--- src/rtl/bp_be_commit_trace_buffer.sv ---
// Commit-event capture for the BE tracers: follows dispatched instructions to the CMT slot,
// builds commit/trap/ret records and buffers them in a FIFO drained over valid/ready.
module bp_be_commit_trace_buffer #(
    parameter int unsigned vaddr_width_p    = 39,
    parameter int unsigned instr_width_p    = 32,
    parameter int unsigned dword_width_p    = 64,
    parameter int unsigned fifo_els_p       = 8,
    parameter int unsigned seq_width_p      = 32,
    parameter int unsigned drop_cnt_width_p = 16
) (
    input  logic                        clk_i,
    input  logic                        reset_i,
    input  logic                        freeze_i,
    input  logic                        disp_v_i,
    input  logic [vaddr_width_p-1:0]    disp_pc_i,
    input  logic [instr_width_p-1:0]    disp_instr_i,
    input  logic                        disp_irf_w_v_i,
    input  logic [2:0]                  poison_i,
    input  logic [dword_width_p-1:0]    cmt_result_i,
    input  logic                        trap_v_i,
    input  logic                        ret_v_i,
    output logic                        trace_v_o,
    input  logic                        trace_ready_i,
    output logic [1:0]                  trace_type_o,
    output logic [vaddr_width_p-1:0]    trace_pc_o,
    output logic [instr_width_p-1:0]    trace_instr_o,
    output logic                        trace_rd_w_o,
    output logic [4:0]                  trace_rd_addr_o,
    output logic [dword_width_p-1:0]    trace_data_o,
    output logic [seq_width_p-1:0]      trace_seq_o,
    output logic [drop_cnt_width_p-1:0] drop_cnt_o,
    output logic                        overflow_o
);

    localparam int unsigned ptr_w_lp = $clog2(fifo_els_p);

    // Pipeline shadow stages
    logic                     ex1_v_q, ex2_v_q, cmt_v_q;
    logic [vaddr_width_p-1:0] ex1_pc_q, ex2_pc_q, cmt_pc_q;
    logic [instr_width_p-1:0] ex1_instr_q, ex2_instr_q, cmt_instr_q;
    logic                     ex1_irf_w_q, ex2_irf_w_q, cmt_irf_w_q;

    always_ff @(posedge clk_i or posedge reset_i) begin
        if (reset_i) begin
            ex1_v_q     <= 1'b0;
            ex2_v_q     <= 1'b0;
            cmt_v_q     <= 1'b0;
            ex1_pc_q    <= '0;
            ex2_pc_q    <= '0;
            cmt_pc_q    <= '0;
            ex1_instr_q <= '0;
            ex2_instr_q <= '0;
            cmt_instr_q <= '0;
            ex1_irf_w_q <= 1'b0;
            ex2_irf_w_q <= 1'b0;
            cmt_irf_w_q <= 1'b0;
        end else begin
            ex1_v_q     <= disp_v_i & ~freeze_i;
            ex2_v_q     <= ex1_v_q & ~poison_i[0] & ~freeze_i;
            cmt_v_q     <= ex2_v_q & ~poison_i[1] & ~freeze_i;
            ex1_pc_q    <= disp_pc_i;
            ex2_pc_q    <= ex1_pc_q;
            cmt_pc_q    <= ex2_pc_q;
            ex1_instr_q <= disp_instr_i;
            ex2_instr_q <= ex1_instr_q;
            cmt_instr_q <= ex2_instr_q;
            ex1_irf_w_q <= disp_irf_w_v_i;
            ex2_irf_w_q <= ex1_irf_w_q;
            cmt_irf_w_q <= ex2_irf_w_q;
        end
    end

    // A trap is recorded even on a poisoned slot; commit/ret are not
    logic       ev_v;
    logic [1:0] ev_type;

    always_comb begin
        ev_v    = 1'b0;
        ev_type = 2'd0;
        if (cmt_v_q && !freeze_i) begin
            if (trap_v_i) begin
                ev_v    = 1'b1;
                ev_type = 2'd1;
            end else if (!poison_i[2]) begin
                ev_v    = 1'b1;
                ev_type = ret_v_i ? 2'd2 : 2'd0;
            end
        end
    end

    // Record FIFO with an extra wrap bit on each pointer
    logic [ptr_w_lp:0]   wr_ptr_q, wr_ptr_d, rd_ptr_q, rd_ptr_d;
    logic [ptr_w_lp-1:0] wr_idx, rd_idx;
    logic                empty, full, enq, deq, drop;

    logic [1:0]               mem_type_q  [fifo_els_p];
    logic [vaddr_width_p-1:0] mem_pc_q    [fifo_els_p];
    logic [instr_width_p-1:0] mem_instr_q [fifo_els_p];
    logic                     mem_rd_w_q  [fifo_els_p];
    logic [dword_width_p-1:0] mem_data_q  [fifo_els_p];
    logic [seq_width_p-1:0]   mem_seq_q   [fifo_els_p];

    logic [seq_width_p-1:0]      seq_q, seq_d;
    logic [drop_cnt_width_p-1:0] drop_cnt_q, drop_cnt_d;
    logic                        overflow_q, overflow_d;

    assign wr_idx = wr_ptr_q[ptr_w_lp-1:0];
    assign rd_idx = rd_ptr_q[ptr_w_lp-1:0];
    assign empty  = (wr_ptr_q == rd_ptr_q);
    assign full   = (wr_ptr_q[ptr_w_lp] != rd_ptr_q[ptr_w_lp]) && (wr_idx == rd_idx);
    assign deq    = ~empty & trace_ready_i;
    assign enq    = ev_v & (~full | deq);
    assign drop   = ev_v & full & ~deq;

    always_comb begin
        wr_ptr_d   = wr_ptr_q;
        rd_ptr_d   = rd_ptr_q;
        seq_d      = seq_q;
        drop_cnt_d = drop_cnt_q;
        overflow_d = overflow_q;
        if (enq) wr_ptr_d = wr_ptr_q + {{ptr_w_lp{1'b0}}, 1'b1};
        if (deq) rd_ptr_d = rd_ptr_q + {{ptr_w_lp{1'b0}}, 1'b1};
        if (ev_v) seq_d = seq_q + {{(seq_width_p-1){1'b0}}, 1'b1};
        if (drop) begin
            overflow_d = 1'b1;
            if (drop_cnt_q != '1) drop_cnt_d = drop_cnt_q + {{(drop_cnt_width_p-1){1'b0}}, 1'b1};
        end
    end

    always_ff @(posedge clk_i or posedge reset_i) begin
        if (reset_i) begin
            wr_ptr_q   <= '0;
            rd_ptr_q   <= '0;
            seq_q      <= '0;
            drop_cnt_q <= '0;
            overflow_q <= 1'b0;
        end else begin
            wr_ptr_q   <= wr_ptr_d;
            rd_ptr_q   <= rd_ptr_d;
            seq_q      <= seq_d;
            drop_cnt_q <= drop_cnt_d;
            overflow_q <= overflow_d;
        end
    end

    // Storage needs no reset: entries are only visible between the pointers
    always_ff @(posedge clk_i) begin
        if (enq) begin
            mem_type_q[wr_idx]  <= ev_type;
            mem_pc_q[wr_idx]    <= cmt_pc_q;
            mem_instr_q[wr_idx] <= cmt_instr_q;
            mem_rd_w_q[wr_idx]  <= (ev_type == 2'd0) & cmt_irf_w_q;
            mem_data_q[wr_idx]  <= cmt_result_i;
            mem_seq_q[wr_idx]   <= seq_q;
        end
    end

    assign trace_v_o       = ~empty;
    assign trace_type_o    = trace_v_o ? mem_type_q[rd_idx] : '0;
    assign trace_pc_o      = trace_v_o ? mem_pc_q[rd_idx] : '0;
    assign trace_instr_o   = trace_v_o ? mem_instr_q[rd_idx] : '0;
    assign trace_rd_w_o    = trace_v_o & mem_rd_w_q[rd_idx];
    assign trace_rd_addr_o = trace_v_o ? mem_instr_q[rd_idx][11:7] : '0;
    assign trace_data_o    = trace_v_o ? mem_data_q[rd_idx] : '0;
    assign trace_seq_o     = trace_v_o ? mem_seq_q[rd_idx] : '0;
    assign drop_cnt_o      = drop_cnt_q;
    assign overflow_o      = overflow_q;

endmodule

--- config.mk ---
export PLATFORM = sky130hd
export DESIGN_NAME = bp_be_commit_trace_buffer
export DESIGN_NICKNAME = d
export VERILOG_FILES = /design/src/rtl/bp_be_commit_trace_buffer.sv
export SDC_FILE = /design/constraint.sdc
export NUM_CORES = 1
export LEC_CHECK = 0
export ABC_AREA = 1
export CAP_MARGIN = 20
export CORE_MARGIN = 1
export CORE_UTILIZATION = 50
export CTS_CLUSTER_DIAMETER = 120
export DETAILED_ROUTE_END_ITERATION = 10
export MAX_ROUTING_LAYER = met4
export PLACE_DENSITY = 0.69
export SLEW_MARGIN = 20
export SYNTH_ARGS = -nofsm -noshare
export SYNTH_HDL_FRONTEND = slang
export SYNTH_SLANG_ARGS = --single-unit
export TNS_END_PERCENT = 20
--- constraint.sdc ---
create_clock -name clk_i -period 12.92 [get_ports clk_i]
set_clock_uncertainty 0.2 [all_clocks]
set_input_delay 2.584 -clock clk_i [delete_from_list [all_inputs] [get_ports clk_i]]
set_output_delay 2.584 -clock clk_i [all_outputs]
set_load 0.05 [all_outputs]
==> results_dict.tcl, run 1 <==
set metrics [dict create \
    first_global_vias 36500 \
    htree_levels 4 \
    synthCells 4871 \
    tritoncts "done" \
    routedWlPerCell_um 20.6 \
    final_hold_viol_count 0 \
    gp_congestion 0.799 \
    worst_pin_slew_ns 1.20 \
    die_x_um 354 \
    routed_wl_mm 142 \
    status "finished clean" \
    arrival_ns 5.89 \
    io_buffers 338 \
    peakVddDrop_mv 0.259 \
    drc 0 \
    ctsLongestPathBuffers 3 \
    maxCapViolCount 0 \
    slew_headroom_pct 19.7 \
    cts_sinks 1636 \
    cts.repair.resized 0 \
    postCtsSetupBuffers 0 \
    dieHeight_um 354 \
    powerDensity_nw_per_um2 241 \
    die_area_um2 125000 \
    critPathBufInv 4 \
    drt_iter0_drc 3918 \
    r2r_cells 10 \
    synth_top_area_share_pct 65.8 \
    synth_warnings 0 \
    path_max_fanout 253 \
    ys_types 31 \
    syn-num-nets 5021 \
    fin_cells 6907 \
    grt_use_met3_pct 4.13 \
    critPathLaunch "rd_ptr_q[0]$_DFFE_PP0P_" \
    finalSetupTns_ns 0 \
    final.period_utilization_pct 67.2 \
    crit_cells 11 \
    r2r_end "mem_data_q[6][12]$_DFFE_PP_" \
    start_util_pct 50.7 \
    syn_area_um2 62000 \
    layout_common_cells "nor2_1, edfxtp_1, o21ai_0, o21ai_1, clkdlybuf4s50_1" \
    timing.rr.start "rd_ptr_q[0]$_DFFE_PP0P_" \
    r2r_slack_ns 7.57 \
    grt_use_met2_pct 35.9 \
    min_path_type "reg -> reg" \
    core-area_um2 122000 \
    async_flop_share_pct 16.9 \
    vias_per_cell 5.49 \
    numCtsBuffers 166 \
    io-pin-count 339 \
    endpoint_kind "output pin" \
    layout_commonest_cell "nor2_1" \
    start_kind "flip-flop" \
    setup_violations 0 \
    nNetsFinal 5287 \
    synth_edf_count 1360 \
    yosys.area.top_type "edfxtp_1" \
    critPathRequiredTime_ns 10.14 \
    rsz0062_at_grt "no" \
    yosysSeqAreaShare_pct 77.0 \
    fin_crit_ns 8.68 \
    grt_max_degree 254 \
    clock_latency_ns 0.77 \
    p_leak_nw 24.7 \
    clk_pin_slew_ns 0.06 \
    synth.top_cells.by_area "edfxtp_1, dfrtp_1, nor2_1" \
    antenna_left 0 \
    grt_pass1_wl_mm 218 \
    crit_end "trace_data_o[17]" \
    core.rowCount 128 \
    clock_tree.root_cell "clkbuf_16" \
    grt_busiest_layer "met2" \
    syn_area_per_cell_um2 12.7 \
    holdBufCountCts 0 \
    slowest_stage "dfrtp_4" \
    synth.ff_latch_count 1636 \
    dp_hpwl_mm 72.5 \
    grt-ovfl-total 0 \
    antenna_found_initial 5 \
    crit_family "buffers and inverters" \
    max_stage_delay_ns 0.99 \
    grt_util_all_layers_pct 23.3 \
    placed_cells 6594 \
    routed-via-count 37900 \
    path_cells "clkinv_16 -> nand2_1 -> nand2_2 -> nand2_2 -> nor2_4 -> nand2_8 -> buf_4 -> buf_4 -> o21ai_1 -> nor2_1 -> clkdlybuf4s50_1" \
    grt_use_met1_pct 32.5 \
    firstDrtPassIters 5 \
    synth_ff_type "edfxtp_1" \
    drive_gt1_share_pct 6.27 \
    syn_to_final_growth_pct 16.5 \
    min_path_cells 0 \
    slew_violations 0 \
    timing.fmax_mhz 115 \
    worst-setup-path-type "reg -> out" \
]
-- sequential cells by signal, indices dropped and copies added, names as in the netlist --
register / flops
mem_data_q: 512
mem_pc_q: 312
mem_instr_q: 256
mem_seq_q: 256
cmt_pc_q: 39
ex1_pc_q: 39
ex2_pc_q: 39
cmt_instr_q: 32
ex1_instr_q: 32
ex2_instr_q: 32
seq_q: 32
drop_cnt_o: 16
mem_type_q: 16
mem_rd_w_q: 8
rd_ptr_q: 4
wr_ptr_q: 4
cmt_irf_w_q: 1
cmt_v_q: 1
ex1_irf_w_q: 1
ex1_v_q: 1
ex2_irf_w_q: 1
ex2_v_q: 1
overflow_o: 1
-- worst min path at each step --
stage	startpoint	endpoint	slack, ns
after floorplan	ex2_instr_q[0]$_DFF_PP0_	cmt_instr_q[0]$_DFF_PP0_	0.13
after global placement	ex1_pc_q[26]$_DFF_PP0_	ex2_pc_q[26]$_DFF_PP0_	0.13
after detailed placement	ex2_instr_q[1]$_DFF_PP0_	cmt_instr_q[1]$_DFF_PP0_	0.13
after CTS	ex2_pc_q[20]$_DFF_PP0_	cmt_pc_q[20]$_DFF_PP0_	0.14
after global routing	ex2_pc_q[3]$_DFF_PP0_	cmt_pc_q[3]$_DFF_PP0_	0.15
final	ex2_pc_q[20]$_DFF_PP0_	cmt_pc_q[20]$_DFF_PP0_	0.14
-- layout make-up --
cell class | instances | area (um2)
fill | 9479 | 50100
sequential | 1636 | 47800
multi-input combinational | 2891 | 12800
clock buffer | 230 | 4650
timing repair buffer | 390 | 3850
tap | 1625 | 2030
clock inverter | 79 | 903
inverter | 52 | 234
antenna | 4 | 10.0
-- logic make-up (layout without fill, tap and decap cells) --
family	Yosys count	in the layout	synth area share (%)
compound gates	1199	1199	9.69
buf+inv	344	751	2.51
flops	1636	1636	77.0
fa+ha+maj	4	4	0.0807
other cells	0	4	0
xor+xnor	23	23	0.325
simple gates	1665	1665	10.4
-- per-layer routing --
layer	share of wire (%)	wire [um]
met2	47	67300
met5	0	0
met3	7.0	9960
met4	1.9	2680
met1	44	62300
-- cells in the mapped netlist (12+ instances only) --
cell type  count
nand3_1       30
clkbuf_1     152
nand2_1      167
inv_1         45
dfrtp_1      276
o21ai_1      368
nor2_1      1415
nand3b_1      18
xnor2_1       14
edfxtp_1    1360
buf_1         24
buf_4         25
buf_2         82
o21ai_0      830
nand4_1       12
-- per-stage QoR --
step                hold WS, ns  util, %  cell area (um2)  power [mW]  setup WS [ns]
floorplan                 0.131        -            62000        10.5           1.78
global placement          0.132     54.5            66700        12.6           5.04
detailed placement        0.135     54.5            66700        12.7           4.96
CTS                       0.143     59.0            72200        17.5           4.10
global route              0.149     59.0            72200        18.2           3.85
finish                    0.142     59.0            72200        17.4           4.24
-- where the power goes --
group	switching (mW)	internal (mW)
logic	4.78	1.90
clock network	2.00	2.82
registers	0.136	5.75
No activity file was read; power rests on OpenSTA's default activity.
==> inputs of run 2 (changes only) <==
==> constraint.sdc (replaced) <==
create_clock -name clk_i -period 8.5 [get_ports clk_i]
set_clock_uncertainty 0.2 [all_clocks]
set_input_delay 1.7 -clock clk_i [delete_from_list [all_inputs] [get_ports clk_i]]
set_output_delay 1.7 -clock clk_i [all_outputs]
set_load 0.05 [all_outputs]
==> run 2 against run 1 <==
Cell count about the same. Worst setup slack worse by 3.2 ns. Cell area fell by 0.14%. Clock power is 47% higher. Via count is 0.41% lower. Wire length decreased by 2.0%. Die area unchanged. Largest power group unchanged. Worst hold slack got worse by 0.012 ns. Clock-buffer cell count down 10. Sequential power up 51%. Highest routed layer unchanged.
==> results_dict.tcl, run 2 (synthesis results as in run 1) <==
set metrics [dict create \
    postCtsSetupBuffers 0 \
    crit_top_cell "nand2_2" \
    postPlaceCellArea_um2 66700 \
    slew_headroom_pct 25.7 \
    dieHeight_um 354 \
    power_frac_seq_pct 34.1 \
    first_global_vias 37000 \
    layout_common_cells "nor2_1, edfxtp_1, o21ai_0, o21ai_1, clkdlybuf4s50_1" \
    path_max_fanout 207 \
    clkPwrFrac_pct 27.1 \
    endpoint_kind "output pin" \
    layout_commonest_cell "nor2_1" \
    grt_util_all_layers_pct 22.9 \
    p_total_mw 26.1 \
    cts_sinks 1636 \
    tritoncts "done" \
    peakVddDrop_mv 0.399 \
    hold_start "ex2_instr_q[16]$_DFF_PP0_" \
    timing.fmax_mhz 135 \
    timing.rr.start "rd_ptr_q[0]$_DFFE_PP0P_" \
    arrival_ns 5.52 \
    grt_max_degree 256 \
    start_util_pct 50.7 \
    slew_violations 0 \
    vias_per_cell 5.47 \
    switching_share_pct 40.0 \
    multi_input_area_um2 12800 \
    numCtsBuffers 164 \
    worst_pin_slew_ns 1.11 \
    path_cells "clkinv_16 -> nand2_1 -> nand2_2 -> nand2_2 -> nor2_4 -> nand2_8 -> buf_4 -> o21ai_1 -> nor2_1 -> clkdlybuf4s50_1" \
    max_stage_delay_ns 0.90 \
    drive_gt1_share_pct 6.22 \
    nFillCells 9373 \
    r2r_slack_ns 3.86 \
    cts.repair.resized 0 \
    routed-via-count 37700 \
    holdBufCountCts 0 \
    start_kind "flip-flop" \
    fin_util_pct 59.0 \
    clk_pin_slew_ns 0.06 \
    ctsLongestPathBuffers 3 \
    final.period_utilization_pct 87.3 \
    htree_levels 4 \
    powerDensity_nw_per_um2 362 \
    combPwrFrac_pct 38.8 \
    rsz0062_at_grt "no" \
    grt-ovfl-total 0 \
    critPathLaunch "rd_ptr_q[0]$_DFFE_PP0P_" \
    pre_cts_ws_ns 1.84 \
    fin_crit_ns 7.42 \
    p_int_mw 15.7 \
    largest_reg_flops 512 \
    fin_ws_ns 1.08 \
    io-pin-count 339 \
    syn_to_final_growth_pct 16.3 \
    p_sw_mw 10.4 \
    critPathRequiredTime_ns 6.60 \
    die_x_um 354 \
    r2r_cells 10 \
    core.rowCount 128 \
    clock_tree.root_cell "clkbuf_16" \
    top_register "mem_data_q" \
    firstDrtPassIters 5 \
    min_path_type "reg -> reg" \
    fin_area_um2 72100 \
    dp_hpwl_mm 68.2 \
    maxCapViolCount 0 \
    status "finished clean" \
    grt_pass1_wl_mm 215 \
    reg_top3 "mem_data_q: 512 flops, mem_pc_q: 312 flops" \
    final_hold_viol_count 0 \
    clock_latency_ns 0.80 \
    core-area_um2 122000 \
    antenna_found_initial 4 \
    crit_end "trace_seq_o[25]" \
    regArea_um2 47800 \
    drt_iter0_drc 3646 \
    setup_violations 0 \
    p_leak_nw 24.6 \
    routedWlPerCell_um 20.2 \
    routed_wl_mm 139 \
    r2r_end "mem_instr_q[4][19]$_DFFE_PP_" \
    antenna_left 0 \
    drc 0 \
    worst-setup-path-type "reg -> out" \
    io_buffers 338 \
    gp_congestion 0.771 \
    slowest_stage "clkdlybuf4s50_1" \
    nNetsFinal 5279 \
    die_area_um2 125000 \
]
==> run 2: layout make-up <==
class	instances	share of cell area, %
multi-input combinational	2891	17.8
clock buffer	220	6.22
clock inverter	90	1.19
timing repair buffer	384	5.47
sequential	1636	66.2
antenna	7	0.0243
inverter	52	0.324
tap	1625	2.82
==> run 2: stage by stage <==
| stage | instances | hold WS, ns | setup TNS [ns] |
|---|---|---|---|
| after floorplan | 4871 | 0.131 | -2635.27 |
| after global placement | 6586 | 0.131 | 0 |
| after detailed placement | 6587 | 0.135 | 0 |
| after CTS | 6897 | 0.131 | 0 |
| after global routing | 6902 | 0.141 | 0 |
| final | 6905 | 0.130 | 0 |
==> run 2: worst max-delay path, delay by kind of cell (launching register included) <==
family          cells  cell delay, ns
simple gates        6            1.54
flops               1            0.89
compound gates      1            0.12
buf+inv             3            1.93
==> run 2: routing by layer <==
layer	GRT usage (%)	part of all wire (%)	up-vias	routed length, um
li1	-	-	17700	-
met1	30.3	43	18600	59400
met2	36.2	48	1164	67400
met3	4.28	6.7	241	9340
met4	6.97	2.3	0	3250
met5	-	0	-	0
==> run 2: power groups by stage <==
stage | sequential, mW | clock, mW | combinational [mW]
3_3_place_gp | 9.06 | 0 | 10.1
3_5_place_dp | 9.06 | 0 | 10.1
5_1_grt | 8.91 | 7.53 | 10.9
2_1_floorplan | 8.95 | 0 | 7.07
6_report | 8.90 | 7.08 | 10.1
4_1_cts | 8.90 | 7.22 | 10.2
==> run 2: worst min path at each step <==
stage | end | slack, ns | cells past startpoint
after floorplan | cmt_instr_q[0]$_DFF_PP0_ | 0.13 | 0
after global placement | cmt_pc_q[8]$_DFF_PP0_ | 0.13 | 0
after detailed placement | cmt_instr_q[2]$_DFF_PP0_ | 0.13 | 0
after CTS | ex2_instr_q[30]$_DFF_PP0_ | 0.13 | 0
after global routing | cmt_instr_q[16]$_DFF_PP0_ | 0.14 | 0
final | cmt_instr_q[16]$_DFF_PP0_ | 0.13 | 0
